File: config.mk
export PLATFORM = sky130hd
export DESIGN_NAME = mouse_pacer
export DESIGN_NICKNAME = d
export VERILOG_FILES = /design/src/rtl/ql_mouse_pkg.sv /design/src/rtl/mouse_fifo.sv /design/src/rtl/mouse_pacer.sv
export SDC_FILE = /design/constraint.sdc
export NUM_CORES = 1
export LEC_CHECK = 0
export ABC_AREA = 1
export CAP_MARGIN = 10
export CORE_ASPECT_RATIO = 1.25
export CORE_MARGIN = 2
export CORE_UTILIZATION = 35
export DETAILED_ROUTE_END_ITERATION = 16
export PLACE_DENSITY = 0.56
export SKIP_LAST_GASP = 1
export SYNTH_ARGS = -nofsm -noshare
export SYNTH_HDL_FRONTEND = slang
export SYNTH_SLANG_ARGS = --single-unit
File: constraint.sdc
create_clock -name clk -period 4.99 [get_ports clk]
set_input_delay 0.7485 -clock clk [delete_from_list [all_inputs] [get_ports clk]]
set_output_delay 0.7485 -clock clk [all_outputs]
set_load 0.01 [all_outputs]
File: src/rtl/ql_mouse_pkg.sv
// Shared definitions for the mouse pacer: packet bit layout, FIFO entry
// format and scheduler state encoding.
package ql_mouse_pkg;

    localparam int PKT_W   = 25;
    localparam int ENTRY_W = 21;

    localparam int STB_BIT  = 24;
    localparam int DY_LO    = 16;
    localparam int DX_LO    = 8;
    localparam int DY_SIGN  = 5;
    localparam int DX_SIGN  = 4;
    localparam int BTN_LO   = 0;

    typedef struct packed {
        logic [2:0] btn;
        logic [8:0] dx;
        logic [8:0] dy;
    } entry_t;

    typedef enum logic [1:0] {
        ST_IDLE = 2'd0,
        ST_EMIT = 2'd1,
        ST_WAIT = 2'd2
    } state_t;

endpackage

File: src/rtl/mouse_fifo.sv
// Circular FIFO of motion entries with an extra port that overwrites the
// newest entry, used to fold new motion into a full queue.
module mouse_fifo
    import ql_mouse_pkg::*;
#(
    parameter int DEPTH = 4
) (
    input  logic               clk,
    input  logic               reset,
    input  logic               cep,
    input  logic               push,
    input  logic               pop,
    input  logic               coalesce,
    input  logic [ENTRY_W-1:0] din,
    input  logic [ENTRY_W-1:0] cdata,
    output logic [ENTRY_W-1:0] head,
    output logic [ENTRY_W-1:0] newest,
    output logic               full,
    output logic               empty,
    output logic [4:0]         level
);

    localparam int AW = (DEPTH > 1) ? $clog2(DEPTH) : 1;
    localparam logic [AW-1:0] ONE = 1;

    logic [ENTRY_W-1:0] mem [DEPTH];
    logic [AW-1:0]      wr_ptr;
    logic [AW-1:0]      rd_ptr;

    assign full   = (level == 5'(DEPTH));
    assign empty  = (level == 5'd0);
    assign head   = mem[rd_ptr];
    assign newest = mem[wr_ptr - ONE];

    // Storage carries no reset; only pointers and occupancy define contents.
    always_ff @(posedge clk) begin
        if (!reset && cep) begin
            if (push)
                mem[wr_ptr] <= din;
            else if (coalesce)
                mem[wr_ptr - ONE] <= cdata;
        end
    end

    always_ff @(posedge clk) begin
        if (reset) begin
            wr_ptr <= '0;
            rd_ptr <= '0;
            level  <= '0;
        end else if (cep) begin
            if (push)
                wr_ptr <= wr_ptr + ONE;
            if (pop)
                rd_ptr <= rd_ptr + ONE;
            case ({push, pop})
                2'b10:   level <= level + 5'd1;
                2'b01:   level <= level - 5'd1;
                default: level <= level;
            endcase
        end
    end

endmodule

File: src/rtl/mouse_pacer.sv
// Buffers host mouse events and re-emits them as packets whose deltas never
// exceed MAXSTEP, spaced GAP+1 cep cycles apart.
module mouse_pacer
    import ql_mouse_pkg::*;
#(
    parameter int DEPTH   = 4,
    parameter int MAXSTEP = 32,
    parameter int GAP     = 1000
) (
    input  logic        clk,
    input  logic        reset,
    input  logic        cep,
    input  logic [24:0] in_pkt,
    output logic [24:0] out_pkt,
    output logic [4:0]  level,
    output logic        ovf,
    output logic [1:0]  state
);

    localparam logic signed [9:0] MAX_POS = 10'(MAXSTEP);
    localparam logic signed [9:0] MAX_NEG = -MAX_POS;

    // Returns {saturated, sum} for two 9-bit two's complement values.
    function automatic logic [9:0] sat_add(input logic [8:0] a, input logic [8:0] b);
        logic [9:0] s;
        s = {a[8], a} + {b[8], b};
        if (s[9] != s[8])
            return {1'b1, (s[9] ? 9'h100 : 9'h0FF)};
        return {1'b0, s[8:0]};
    endfunction

    function automatic logic signed [9:0] clamp(input logic signed [9:0] v);
        if (v > MAX_POS)
            return MAX_POS;
        if (v < MAX_NEG)
            return MAX_NEG;
        return v;
    endfunction

    state_t            st;
    logic signed [9:0] rem_x, rem_y;
    logic [2:0]        btn;
    logic [11:0]       cnt;
    logic              prev_stb;

    logic [ENTRY_W-1:0] head, newest;
    logic               full, empty;
    entry_t             in_e, head_e, newest_e, merged_e;
    logic [9:0]         sum_x, sum_y;
    logic               evt, pop, push, coalesce, rem_zero;
    logic signed [9:0]  chunk_x, chunk_y;
    logic [24:0]        next_pkt;
    logic               unused_bits;

    assign unused_bits = ^{in_pkt[7:6], in_pkt[3]};
    assign state       = st;

    assign in_e.btn = in_pkt[BTN_LO +: 3];
    assign in_e.dx  = {in_pkt[DX_SIGN], in_pkt[DX_LO +: 8]};
    assign in_e.dy  = {in_pkt[DY_SIGN], in_pkt[DY_LO +: 8]};
    assign head_e   = head;
    assign newest_e = newest;

    assign sum_x        = sat_add(newest_e.dx, in_e.dx);
    assign sum_y        = sat_add(newest_e.dy, in_e.dy);
    assign merged_e.btn = in_e.btn;
    assign merged_e.dx  = sum_x[8:0];
    assign merged_e.dy  = sum_y[8:0];

    assign rem_zero = (rem_x == 10'sd0) && (rem_y == 10'sd0);
    // The head leaves the FIFO exactly when the scheduler loads a new entry.
    assign pop      = cep && !empty &&
                      ((st == ST_IDLE) || (st == ST_WAIT && cnt == 12'd1 && rem_zero));
    assign evt      = cep && (in_pkt[STB_BIT] != prev_stb);
    assign push     = evt && (!full || pop);
    assign coalesce = evt && full && !pop;

    assign chunk_x = clamp(rem_x);
    assign chunk_y = clamp(rem_y);

    always_comb begin
        next_pkt                  = '0;
        next_pkt[STB_BIT]         = ~out_pkt[STB_BIT];
        next_pkt[DY_LO +: 8]      = chunk_y[7:0];
        next_pkt[DX_LO +: 8]      = chunk_x[7:0];
        next_pkt[DY_SIGN]         = chunk_y[9];
        next_pkt[DX_SIGN]         = chunk_x[9];
        next_pkt[BTN_LO +: 3]     = btn;
    end

    mouse_fifo #(.DEPTH(DEPTH)) u_fifo (
        .clk      (clk),
        .reset    (reset),
        .cep      (cep),
        .push     (push),
        .pop      (pop),
        .coalesce (coalesce),
        .din      (in_e),
        .cdata    (merged_e),
        .head     (head),
        .newest   (newest),
        .full     (full),
        .empty    (empty),
        .level    (level)
    );

    // Tracks the strobe even in reset so release never looks like an event.
    always_ff @(posedge clk) begin
        if (reset || cep)
            prev_stb <= in_pkt[STB_BIT];
    end

    always_ff @(posedge clk) begin
        if (reset)
            ovf <= 1'b0;
        else if (coalesce && (sum_x[9] || sum_y[9]))
            ovf <= 1'b1;
    end

    always_ff @(posedge clk) begin
        if (reset) begin
            st      <= ST_IDLE;
            rem_x   <= '0;
            rem_y   <= '0;
            btn     <= '0;
            cnt     <= '0;
            out_pkt <= '0;
        end else if (cep) begin
            case (st)
                ST_IDLE: begin
                    if (pop) begin
                        rem_x <= signed'({head_e.dx[8], head_e.dx});
                        rem_y <= signed'({head_e.dy[8], head_e.dy});
                        btn   <= head_e.btn;
                        st    <= ST_EMIT;
                    end
                end
                ST_EMIT: begin
                    out_pkt <= next_pkt;
                    rem_x   <= rem_x - chunk_x;
                    rem_y   <= rem_y - chunk_y;
                    cnt     <= 12'(GAP);
                    st      <= ST_WAIT;
                end
                ST_WAIT: begin
                    if (cnt == 12'd1) begin
                        if (!rem_zero) begin
                            st <= ST_EMIT;
                        end else if (pop) begin
                            rem_x <= signed'({head_e.dx[8], head_e.dx});
                            rem_y <= signed'({head_e.dy[8], head_e.dy});
                            btn   <= head_e.btn;
                            st    <= ST_EMIT;
                        end else begin
                            st <= ST_IDLE;
                        end
                    end else begin
                        cnt <= cnt - 12'd1;
                    end
                end
                default: st <= ST_IDLE;
            endcase
        end
    end

endmodule
==> metrics.csv <==
metric;value;unit
wl;21770;um
viasPerCell;5.087;
antenna_found_initial;0;
htreeDepth;4;
required;5.14;ns
cts_inserted_buffers;17;
rsz0062_at_grt;false;
die_h;182.6;um
dr.pass1.iters;5;
cp_max_fo;12;
r2r_cells;20;
p_leak;4.154;nW
grt_remaining_overflow;0;
whs;0.4647;ns
die-area;26820;um2
setup_violations;0;
dieWidth;146.9;um
grt_max_degree;56;
route.detailed.drc;0;
io_buffers;54;
syn_inst;1074;
cp.buffers_inverters;3;
fin_crit_sh;82.56;%
rrSetupSlack;0.87;ns
postCtsSetupRepairBufs;0;
hold-path-endpoint;out_pkt[24];
grtUsageTotal;16.65;%
clkLatencyLatePin;0.43;ns
syn-cell-area;8931;um2
final_cell_mix;nand2_1, o21ai_0, nor2_1, inv_1, edfxtp_1;
avgSynthCellArea;8.316;um2
ys_seq_area_share;44.49;%
cts_tree;yes;
grt_pass1_vias;7124;
finalNonFillerCells;1468;
gp_congestion;0.8135;
cts_sinks;156;
hp-class;flip-flop to flip-flop;
cp_top_family;simple AND/OR/NAND/NOR gates;
fill_cells;2502;
ys_seq_elements;156;
final_common_cell;nand2_1;
clock_skew;0.01313;ns
p_per_area;549.7;nW/um2
fmax;242.7;MHz
placed_cells;1436;
crit_type;flip-flop to flip-flop;
rr_endpoint;u_fifo.mem[0][6];
irDropWorstVdd;0.0002768;V
r2r-start;u_fifo.wr_ptr[1];
worst-slew-pin-transition;0.9933;ns
crit_path_max_incr_delay;0.70;ns
drive_gt1_share;6.796;%
ys_warn_count;0;
finalSetupTns;0;ns
area_growth;16.46;%
io_pins;61;
antenna_cells;0;
holdPathStages;1;
hpwl;15530;um
synth_edf_count;85;
wl_per_cell;14.83;um
cp-start-kind;flip-flop;
ant_nets;0;
stdcell_area;10400;um2
slowest_stage;dfxtp_1;
status;complete, no violations;
nets;1198;
rows;65;
cpMostUsedCell;nand2_1;
layout_min_cycle_time;4.120;ns
detailroute.via_count;7468;
post_cts_resized;0;
postPlaceCellArea;9797;um2
hold_start;out_pkt[24];
clock_path_buffers;2;
relSlewSlack;33.69;%
synth_cell_type_count;54;
synth_ff_type;edfxtp_1;
cp.arrival;4.27;ns
cts_root_buf;clkbuf_16;
start_util;35.54;%
synthArstFlopShare;0;%
grt_pass1_wl;35930;um
maxSlewViolCount;0;
path_cells;inv_1, nor2_1, nor2_1, inv_1, o21ai_0, ha_1, fa_1, nand2_1, nand2_1, nand2_1, nand2_1, nand4_1, o211ai_1, xor2_1, inv_1, ha_1, nand3_1, o21ai_0, nand2_1, nand2_1;
end_kind;flip-flop;
drt_iter0_drc;570;
hold_viol;0;
cap_violations;0;
ctsHoldBuffers;0;
cts.reportedPaths.clkPinSlew;0.07;ns
core;25130;um2
[cells by family after synthesis]
family	count (synthesis)	synth area share [%]
compound gates	300	19.40
xor+xnor	29	2.844
fa+ha+maj	50	7.425
buf+inv	142	6.669
flops	156	44.49
mux	2	0.2242
other cells	1	0.04199
simple gates	394	18.90
[worst max-delay path by stage]
stage	startpoint	end	slack [ns]	cells past startpoint
floorplan	u_fifo.wr_ptr[0]	u_fifo.mem[0][6]	1.44	21
global placement	u_fifo.wr_ptr[1]	u_fifo.mem[2][6]	0.91	20
detailed placement	u_fifo.wr_ptr[1]	u_fifo.mem[2][6]	0.90	20
CTS	u_fifo.wr_ptr[1]	u_fifo.mem[0][6]	0.89	20
global route	u_fifo.wr_ptr[1]	u_fifo.mem[0][6]	0.57	19
finish	u_fifo.wr_ptr[1]	u_fifo.mem[0][6]	0.87	20
[routing by layer]
| metal | vias to the layer above | GRT usage (%) | share of wire, % |
|---|---|---|---|
| met5 | - | 0 | 0 |
| met4 | 0 | 4.388 | 1.2 |
| met3 | 20 | 2.825 | 3.4 |
| met2 | 165 | 29.63 | 49 |
| met1 | 3466 | 20.87 | 46 |
| li1 | 3817 | - | - |
[synth_stat cells (3+ instances only)]
cell	instances	area (um2)
inv_1	91	341.6
a31oi_1	10	62.56
o22ai_1	23	143.9
edfxtp_1	85	2552
nand2_1	168	630.6
buf_4	5	37.54
xnor2_1	7	61.31
clkbuf_1	28	105.1
a21oi_1	77	385.4
o21ai_0	133	665.6
a21boi_0	7	52.55
nand3b_1	4	30.03
xor2_1	22	192.7
nor2_2	5	31.28
o21a_1	6	45.04
ha_1	45	563.0
fa_1	5	100.1
inv_2	5	18.77
buf_1	3	11.26
nor2_1	121	454.2
nand3_1	65	325.3
o221ai_1	7	61.31
nor3_1	7	35.03
buf_2	4	20.02
a22oi_1	15	112.6
nand2_2	3	18.77
nand4_1	10	62.56
dfxtp_1	71	1421
[state kept, by name (all words and copies together), names as in the netlist, named ones only]
register	cells
u_fifo.level	5
cnt	12
ovf	1
state	2
u_fifo.rd_ptr	2
u_fifo.wr_ptr	2
prev_stb	1
u_fifo.mem	84
rem_y	10
rem_x	10
out_pkt	22
btn	3
[area by class of cell]
cell class	instances	area, um2	area share (%)
Sequential cell	156	3974	38.21
Clock buffer	21	483.0	4.643
Clock inverter	11	121.4	1.167
Multi-Input combinational cell	778	4379	42.10
Timing Repair Buffer	70	660.6	6.352
Inverter	97	364.1	3.501
Tap cell	335	419.2	4.030
[power by group]
part	leakage, nW	internal [mW]	switching [mW]
clock network	0.299	0.764	0.548
logic	2.50	1.01	1.70
registers	1.35	1.53	0.168
[stage by stage]
step / setup slack, ns / util, % / power [mW]
6_report: 0.8703 / 41.39 / 5.717
5_1_grt: 0.5736 / 41.39 / 6.248
4_1_cts: 0.8875 / 41.39 / 5.763
3_5_place_dp: 0.9042 / 38.98 / 4.434
3_3_place_gp: 0.9107 / 38.98 / 4.415
2_1_floorplan: 1.439 / - / 3.779
Note: power is estimated with default switching activity, not from simulation.
